$ cat src/rtl/rx_lane_fifo.sv
// Per-lane receive FIFO behind the 2x4 demux. It has a registered read port, no fall-through,
// and sticky overflow/underflow flags.
module rx_lane_fifo #(
    parameter int WIDTH     = 8,
    parameter int DEPTH     = 8,
    parameter int AF_THRESH = 6,
    parameter int AE_THRESH = 2
) (
    input  logic                       clk_f,
    input  logic                       reset,
    input  logic [WIDTH-1:0]           data_in,
    input  logic                       push,
    input  logic                       pop,
    output logic [WIDTH-1:0]           data_out,
    output logic                       valid_out,
    output logic                       full,
    output logic                       empty,
    output logic                       almost_full,
    output logic                       almost_empty,
    output logic [$clog2(DEPTH):0]     count,
    output logic                       overflow_err,
    output logic                       underflow_err
);
    localparam int AW = $clog2(DEPTH);
    localparam int CW = AW + 1;
    localparam logic [CW-1:0] DEPTH_C = CW'(DEPTH);
    localparam logic [CW-1:0] AF_C    = CW'(AF_THRESH);
    localparam logic [CW-1:0] AE_C    = CW'(AE_THRESH);

    logic [WIDTH-1:0] mem_q [DEPTH];
    logic [AW-1:0]    wr_ptr_q, wr_ptr_d;
    logic [AW-1:0]    rd_ptr_q, rd_ptr_d;
    logic [CW-1:0]    count_q, count_d;
    logic [WIDTH-1:0] data_out_q, data_out_d;
    logic             valid_out_q;
    logic             overflow_q, underflow_q;
    logic             push_ok, pop_ok;

    // Push is accepted when there is room, or when the FIFO is full and a pop frees the slot
    // in the same cycle. Pop is accepted whenever the FIFO holds data.
    assign pop_ok  = pop && (count_q != '0);
    assign push_ok = push && ((count_q != DEPTH_C) || pop);

    always_comb begin
        wr_ptr_d   = wr_ptr_q;
        rd_ptr_d   = rd_ptr_q;
        count_d    = count_q;
        data_out_d = data_out_q;
        if (push_ok) begin
            wr_ptr_d = wr_ptr_q + 1'b1;
        end
        if (pop_ok) begin
            rd_ptr_d   = rd_ptr_q + 1'b1;
            data_out_d = mem_q[rd_ptr_q];
        end
        if (push_ok && !pop_ok) begin
            count_d = count_q + 1'b1;
        end else if (pop_ok && !push_ok) begin
            count_d = count_q - 1'b1;
        end
    end

    // Storage is not reset; the cleared pointers and count make stale entries unreachable.
    always_ff @(posedge clk_f) begin
        if (push_ok) begin
            mem_q[wr_ptr_q] <= data_in;
        end
    end

    always_ff @(posedge clk_f or negedge reset) begin
        if (!reset) begin
            wr_ptr_q    <= '0;
            rd_ptr_q    <= '0;
            count_q     <= '0;
            data_out_q  <= '0;
            valid_out_q <= 1'b0;
            overflow_q  <= 1'b0;
            underflow_q <= 1'b0;
        end else begin
            wr_ptr_q    <= wr_ptr_d;
            rd_ptr_q    <= rd_ptr_d;
            count_q     <= count_d;
            data_out_q  <= data_out_d;
            valid_out_q <= pop_ok;
            if (push && (count_q == DEPTH_C) && !pop) begin
                overflow_q <= 1'b1;
            end
            if (pop && (count_q == '0)) begin
                underflow_q <= 1'b1;
            end
        end
    end

    assign data_out      = data_out_q;
    assign valid_out     = valid_out_q;
    assign count         = count_q;
    assign full          = (count_q == DEPTH_C);
    assign empty         = (count_q == '0);
    assign almost_full   = (count_q >= AF_C);
    assign almost_empty  = (count_q <= AE_C);
    assign overflow_err  = overflow_q;
    assign underflow_err = underflow_q;

endmodule

$ cat config.mk
export PLATFORM = sky130hd
export DESIGN_NAME = rx_lane_fifo
export DESIGN_NICKNAME = d
export VERILOG_FILES = /design/src/rtl/rx_lane_fifo.sv
export SDC_FILE = /design/constraint.sdc
export NUM_CORES = 1
export LEC_CHECK = 0
export CAP_MARGIN = 10
export CORE_MARGIN = 3
export CORE_UTILIZATION = 55
export DETAILED_ROUTE_END_ITERATION = 7
export PLACE_DENSITY = 0.77
export SLEW_MARGIN = 20
export SYNTH_ARGS = -nofsm -noshare
export SYNTH_HDL_FRONTEND = slang
export SYNTH_SLANG_ARGS = --single-unit
export TNS_END_PERCENT = 30
$ cat constraint.sdc
create_clock -name clk_f -period 3.7 [get_ports clk_f]
set_clock_uncertainty 0.1 [all_clocks]
set_input_delay 0.37 -clock clk_f [delete_from_list [all_inputs] [get_ports clk_f]]
set_output_delay 0.37 -clock clk_f [all_outputs]
set_load 0.05 [all_outputs]
---- Word-level counts from Yosys, hierarchy flattened ----
Memory sizes are Yosys's and may differ from the RTL's. A register that Yosys moved wholly into a read port is not among the register bits.
Cells that the tools add are included.
W data, S select, Z words.
cells by class
  $add $sub $neg .......................... 4
  mux-type cells .......................... 4
  reductions and logical operators ........ 15
  magnitude comparators ................... 2
  equality and inequality tests ........... 2
operator list
  operator               count
  $mux W4                2
  $logic_and A1 B1 Y1    7
  $add A3 B1 Y3 const B  2
  $add A4 B1 Y4 const B  1
  $eq A4 B4 Y1 const B   1
  $ge A4 B3 Y1 const B   1
  $le A4 B2 Y1 const B   1
  $logic_not A1 Y1       4
  $logic_not A4 Y1       1
  $ne A4 B4 Y1 const B   1
  $reduce_bool A4 Y1     1
  $sub A4 B1 Y4 const B  1
  $mux W1                2
  $reduce_bool A2 Y1     1
  $logic_or A1 B1 Y1     1
storage, ports and cells
  output and inout bits ................... 19
  memory bits (writable) .................. 64
  flip-flop bits (word level) ............. 13
  bits of input ports ..................... 12
  memories ................................ 1
memory list
  memory  words  bits a word  rd ports  clocked after memory_dff  wr ports  line  text
  mem_q   8      8            1         1                         1         30    logic [WIDTH-1:0] mem_q [DEPTH];

---- Longest topological paths before layout ----
Gate-level depths: netlist of the first run.
  depth in word-level cells ............... 7
  gate-level depth with buffers ........... 11
  depth with buffers taken out ............ 11

---- Least setup slack after synthesis of the first run ----
No wires, ideal clock.
  path type ............................... register to register
  start point ............................. register count_q[0] (netlist: count[0])
  end point ............................... register count_q[3] (netlist: count[3])
  path buffers ............................ 1
  setup time .............................. 0.136 ns
  stages on the path, launching flop included .. 10
  arrival time ............................ 3.085 ns
  path slack .............................. 0.379 ns
  cell sequence ........................... dfrtp_1 nor4_4 nand2b_1 buf_2 ha_1 inv_1 ha_1 a21o_1 a2111oi_0 o31ai_1
between the ends
  word-level cells in the longest chain between the ends .. 6
  elaborated cells between the ends (all ways) .. 14
  classes of those cells .................. 2 x add/sub; 1 x eq/ne; 2 x mux; 9 x reduce/logical
ends and longest elaborated chain
  what                                                   line  text
  from (decl)                                            33    logic [CW-1:0] count_q, count_d;
  from (signal assigned)                                 82    count_q <= count_d;
  branches (longest 6 deep; another with $sub A4 B1 Y4)  --
Several ways; the timed one is not identified. The select of a mux whose other input is x is not followed.
A chain may end at the register's enable or synchronous reset.

---- Worst setup path in the final report of the first run ----
Ends and elaborated chain as after synthesis.

==> impl_metrics.csv, run 1 <==
group,metric,value,unit
die,fp.dieH,85.8,microns
synth,synth_top_family_by_area,"multiplexers",
layout,drive_gt1_share,18.3,%
synth,ys_ff_latch,85,
clocking,ctsRootBufferMaster,"clkbuf_8",
place,placement.io_buffers,30,
clocking,cts_resized,0,
power_and_ir_drop,power.density,893,mW/mm^2
clocking,h-tree-depth,3,
sta,finalSetupViolations,0,
die,row_count,28,
global_route,grt_pass1_wl,10.3,mm
layout,antennaDiodeCount,0,
routing,first_pass_iters,4,
power_and_ir_drop,p_total,3.69,mW
synth,syn_area,0.00350,sq mm
die,coreArea,0.00606,sq mm
synth,avgSynthCellArea,16.0,sq um
routing,via_per_inst,5.73,
global_route,grt_pass1_vias,1938,
clocking,clk_path_buf_depth,2,
clocking,post-cts-setup-buffer-count,0,
routing,drt-initial-drc-count,148,
clocking,hold_buffers,0,
worst_setup_path,timing.rr.start,"count[0]",
synth,syn_nets,237,
sta,slew_headroom,33.9,%
synth,synth-adder-area-share,2.36,%
synth,yosys.area_share.simple,6.32,%
worst_setup_path,worstSetupPathType,"register to register",
die,start_util,57.8,%
layout,final_cell_area,0.00413,sq mm
worst_setup_path,start_kind,"register",
layout,final_cell_mix,"edfxtp_1 (64), clkdlybuf4s50_1 (30), dfrtp_1 (21)",
worst_setup_path,critPathCaptureType,"register",
routing,vias,1936,
routing,drc,0,
routing,wl,6.47,mm
sta,layout_setup_ws,0.778,ns
run,cap_violations,0,
sta,period_share,79.0,%
hold_path,hold_depth,1,
place,dpl_cell_area,0.00389,sq mm
place,hpwl,4.12,mm
sta,tightest_slew,0.988,ns
synth,ys_types,39,
layout,syn_to_final_growth,17.9,%
worst_setup_path,worstRegToRegCells,9,
routing,drtAntennaViolNets,0,
sta,hold-worst-slack,0.378,ns
routing,avgRoutedWirePerCell,19.1,microns
place,gp_congestion,0.827,
hold_path,holdCritStartpoint,"underflow_err",
synth,synth_xor_area_share,1.50,%
worst_setup_path,cp_max_fo,20,
worst_setup_path,cp.arrival,3.05,ns
worst_setup_path,rrSetupSlack,0.78,ns
power_and_ir_drop,peakVddDrop,731,uV
sta,min_period,2.92,ns
die,die_w,85.8,microns
worst_setup_path,required,3.83,ns
global_route,overflow,0,
global_route,grt_max_degree,26,
sta,grt_setup_unrepaired,"no",
clocking,insertion_delay,0.35,ns
global_route,antenna_found_initial,0,
sta,setup_tns,0,ns
sta,slew_violations,0,
clocking,cts_tree,"built",
die,ios,31,
clocking,cts_sinks,85,
synth,yosys_warnings,0,
place,dp_slack,0.827,ns
synth,synth_compound_area_share,6.89,%
sta,hold_viol,0,
sta,fmax,342,MHz
hold_path,hold_end,"underflow_err",
power_and_ir_drop,leakage,1.51,nW
worst_setup_path,r2r-end,"count[3]",
synth,yosysSeqAreaShare,69.8,%
hold_path,hold_class,"register to register",
status,status,"completed",
layout,nFillCells,413,
synth,synthCells,219,
global_route,grt_use_total,19.2,%
synth,synthMuxAreaShare,10.7,%
clocking,numCtsBuffers,9,
layout,fin_nets,276,
clocking,cts.clk_slew.worst_paths,0.08,ns
layout,final_common_cell,"edfxtp_1",
die,die_area,0.00737,sq mm
-- per-layer routing --
layer,GRT usage [%],share of wire (%)
met5,0,0
met2,31.4,48
met3,5.09,6.2
met4,7.91,1.5
met1,24.6,44
-- worst max-delay path by stage --
stage,startpoint,to,slack [ns],cells past startpoint
4_1_cts,count[0],count[3],0.78,9
3_3_place_gp,count[0],count[3],0.89,9
5_1_grt,count[0],count[3],0.60,9
3_5_place_dp,count[0],count[3],0.83,9
6_report,count[0],count[3],0.78,9
2_1_floorplan,count[0],count[3],0.38,9
-- kinds of logic after synthesis --
group | count (synthesis)
flip-flops | 85
AND/OR/NAND/NOR | 40
multiplexers | 35
AO/OA/AOI/OAI | 34
buffers and inverters | 13
XOR/XNOR | 6
adder cells (fa/ha/maj) | 6
-- synthesized netlist by cell type --
cell	instances	area [sq um]
buf_4	3	22.5
nand2_2	1	6.26
nand2_4	1	11.3
mux2i_1	17	170
inv_4	1	6.26
a211oi_1	1	7.51
buf_8	1	15.0
buf_6	1	11.3
nor4_4	1	21.3
nor4b_4	1	23.8
a21oi_1	1	5.00
o22ai_1	8	50.1
nor2b_1	1	6.26
inv_1	2	7.51
a221o_1	8	80.1
o31ai_1	1	7.51
mux2_4	1	15.0
clkbuf_1	2	7.51
fa_1	1	20.0
buf_1	1	3.75
nand2b_1	4	25.0
buf_2	1	5.00
edfxtp_1	64	1920
a21o_1	2	15.0
nand2_1	19	71.3
ha_1	5	62.6
a2111oi_0	1	8.76
mux2_2	17	191
nor3_1	7	35.0
o21ai_1	8	40.0
a31o_2	1	8.76
nor2_1	4	15.0
inv_2	1	3.75
xnor2_1	5	43.8
a21o_2	1	8.76
nor4_1	1	6.26
xor2_1	1	8.76
o21ai_0	2	10.0
dfrtp_1	21	526
-- worst max-delay path, cell delays in order (launching register included) --
cell and delay (ns):
dfrtp_1 0.52, nor4_4 0.37, nand2b_1 0.14, buf_4 0.24, ha_1 0.26, inv_1 0.13, ha_1 0.28, a21o_1 0.20
a2111oi_0 0.41, o31ai_1 0.14
-- state kept, by name, summed over array words and instances, names as in the netlist --
signal and count:
valid_out 1, mem_q 64, rd_ptr_q 3, overflow_err 1
underflow_err 1, data_out 8, wr_ptr_q 3, count 4
-- per-stage QoR --
stage          instances  utilization (%)
3_3_place_gp         322             64.1
4_1_cts              338             68.1
2_1_floorplan        219                -
5_1_grt              338             68.1
6_report             338             68.1
3_5_place_dp         322             64.1
-- power breakdown --
group / total [mW] / internal (mW) / switching [mW]
registers: 1.44 / 1.25 / 0.192
clock network: 0.782 / 0.452 / 0.331
logic: 1.46 / 0.593 / 0.871
total: 3.69 / 2.29 / 1.39
-- cell type report --
class / count / area (sq um) / area share, %
multi-input combinational: 121 / 975 / 23.6
inverter: 4 / 17.5 / 0.424
sequential: 85 / 2450 / 59.3
tap: 75 / 93.8 / 2.27
clock inverter: 7 / 120 / 2.91
clock buffer: 9 / 124 / 3.00
timing repair buffer: 37 / 353 / 8.54
No activity file was read; power rests on OpenSTA's default activity.
==> run 2, diff against run 1 <==
==> constraint.sdc (replaced) <==
create_clock -name clk_f -period 3 [get_ports clk_f]
set_clock_uncertainty 0.1 [all_clocks]
set_input_delay 0.3 -clock clk_f [delete_from_list [all_inputs] [get_ports clk_f]]
set_output_delay 0.3 -clock clk_f [all_outputs]
set_load 0.05 [all_outputs]
==> run 2 against run 1 <==
First-iteration DRC count shrank 39%; critical path type unchanged; sequential cell count unchanged; core utilization grew 0.76 points; largest cell class unchanged.
==> impl_metrics.csv, run 2 (synthesized netlist as in run 1, its figures left out) <==
group,metric,value,unit
clocking,hold_buffers,0,
power_and_ir_drop,peakVddDrop,774,uV
power_and_ir_drop,leakage,1.52,nW
sta,slew_violations,0,
worst_setup_path,required,3.13,ns
die,die_w,85.8,microns
worst_setup_path,r2r-end,"count[3]",
layout,top_register,"mem_q",
routing,first_pass_iters,4,
clocking,numCtsBuffers,9,
layout,drive_gt1_share,23.4,%
layout,final_cell_area,0.00418,sq mm
routing,drtAntennaViolNets,0,
layout,antennaDiodeCount,0,
sta,period_share,87.0,%
sta,slew_headroom,39.5,%
place,hpwl,4.24,mm
die,die_area,0.00737,sq mm
routing,drt-initial-drc-count,90,
clocking,cts_sinks,85,
global_route,grt_pass1_vias,1966,
clocking,cts_tree,"built",
place,gp_congestion,0.797,
worst_setup_path,rrSetupSlack,0.39,ns
status,status,"completed",
worst_setup_path,cp_max_fo,20,
sta,finalSetupViolations,0,
routing,wl,6.27,mm
clocking,ctsRootBufferMaster,"clkbuf_8",
place,post-place-cells,328,
worst_setup_path,worstRegToRegCells,8,
run,cap_violations,0,
global_route,grt_pass1_wl,10.0,mm
clocking,h-tree-depth,3,
global_route,grt_max_degree,22,
sta,hold_viol,0,
worst_setup_path,timing.rr.start,"count[1]",
place,placement.io_buffers,30,
die,start_util,57.8,%
sta,tightest_slew,0.908,ns
die,fp.dieH,85.8,microns
clocking,cts.clk_slew.worst_paths,0.08,ns
worst_setup_path,critPathCaptureType,"register",
layout,syn_to_final_growth,19.2,%
sta,fmax,383,MHz
routing,vias,1974,
worst_setup_path,cp.arrival,2.74,ns
clocking,cts_resized,0,
worst_setup_path,start_kind,"register",
worst_setup_path,worstSetupPathType,"register to register",
layout,finalNonFillerCells,344,
sta,min_period,2.61,ns
clocking,insertion_delay,0.35,ns
clocking,post-cts-setup-buffer-count,0,
hold_path,hold_class,"primary input to asynchronous set/reset pin",
layout,fin_nets,282,
routing,avgRoutedWirePerCell,18.2,microns
global_route,overflow,0,
layout,final_util,68.9,%
place,dpl_cell_area,0.00397,sq mm
layout,largest_register_ffs,64,
die,ios,31,
routing,drc,0,
layout,final_cell_mix,"edfxtp_1 (64), clkdlybuf4s50_1 (30), nand2_1 (19)",
layout,nFillCells,419,
power_and_ir_drop,power.density,1080,mW/mm^2
routing,via_per_inst,5.74,
die,row_count,28,
layout,final_common_cell,"edfxtp_1",
global_route,antenna_found_initial,0,
sta,setup_tns,0,ns
die,coreArea,0.00606,sq mm
clocking,clk_path_buf_depth,2,
global_route,grt_use_total,18.7,%
sta,grt_setup_unrepaired,"no",
-- run 2: changes by cell type in the layout (fill, tap and decap cells not counted), sizes merged --
cell / before / now
clkinv: 2 / 1
clkbuf: 9 / 11
buf: 7 / 13
bufinv: 3 / 1
clkinvlp: 0 / 1
-- run 2: through the flow --
stage	hold WS, ns	worst slack (ns)	power, mW
floorplan	-0.0956	0.000499	3.14
finish	0.195	0.391	4.50
global route	0.209	0.215	4.72
global placement	0.337	0.485	3.64
detailed placement	0.346	0.403	3.69
CTS	0.197	0.378	4.52
-- run 2: worst max-delay path, stage by stage, from the launching register on --
cell,delay (ns)
dfrtp_4,0.54
nor4_4,0.31
nand2b_4,0.33
ha_4,0.20
inv_2,0.06
ha_1,0.27
a21o_1,0.23
a2111oi_2,0.33
o31ai_1,0.11
-- run 2: worst max path at each step --
stage / from / endpoint
2_1_floorplan: count[1] / count[3]
3_3_place_gp: pop / count[3]
3_5_place_dp: count[1] / count[3]
4_1_cts: count[1] / count[3]
5_1_grt: count[1] / count[3]
6_report: count[1] / count[3]
-- run 2: where the power goes --
part	internal (mW)	switching [mW]	leakage (nW)
Sequential	1.55	0.258	0.824
Clock	0.418	0.414	0.102
Combinational	0.784	1.07	0.594
-- run 2: per-layer routing --
metal	vias to the layer above	wire, microns	track usage (%)
li1	930	-	-
met1	976	2710	24.4
met2	54	3070	29.2
met3	14	336	5.19
met4	0	150	8.49
met5	-	0	0
-- run 2: final cells by class --
cell class	instances	area (sq um)	share of cell area [%]
Multi-Input combinational cell	121	1000	24.1
Inverter	4	17.5	0.419
Timing Repair Buffer	43	398	9.53
Sequential cell	85	2450	58.8
Tap cell	75	93.8	2.25
Clock buffer	11	141	3.39
Clock inverter	5	66.3	1.59
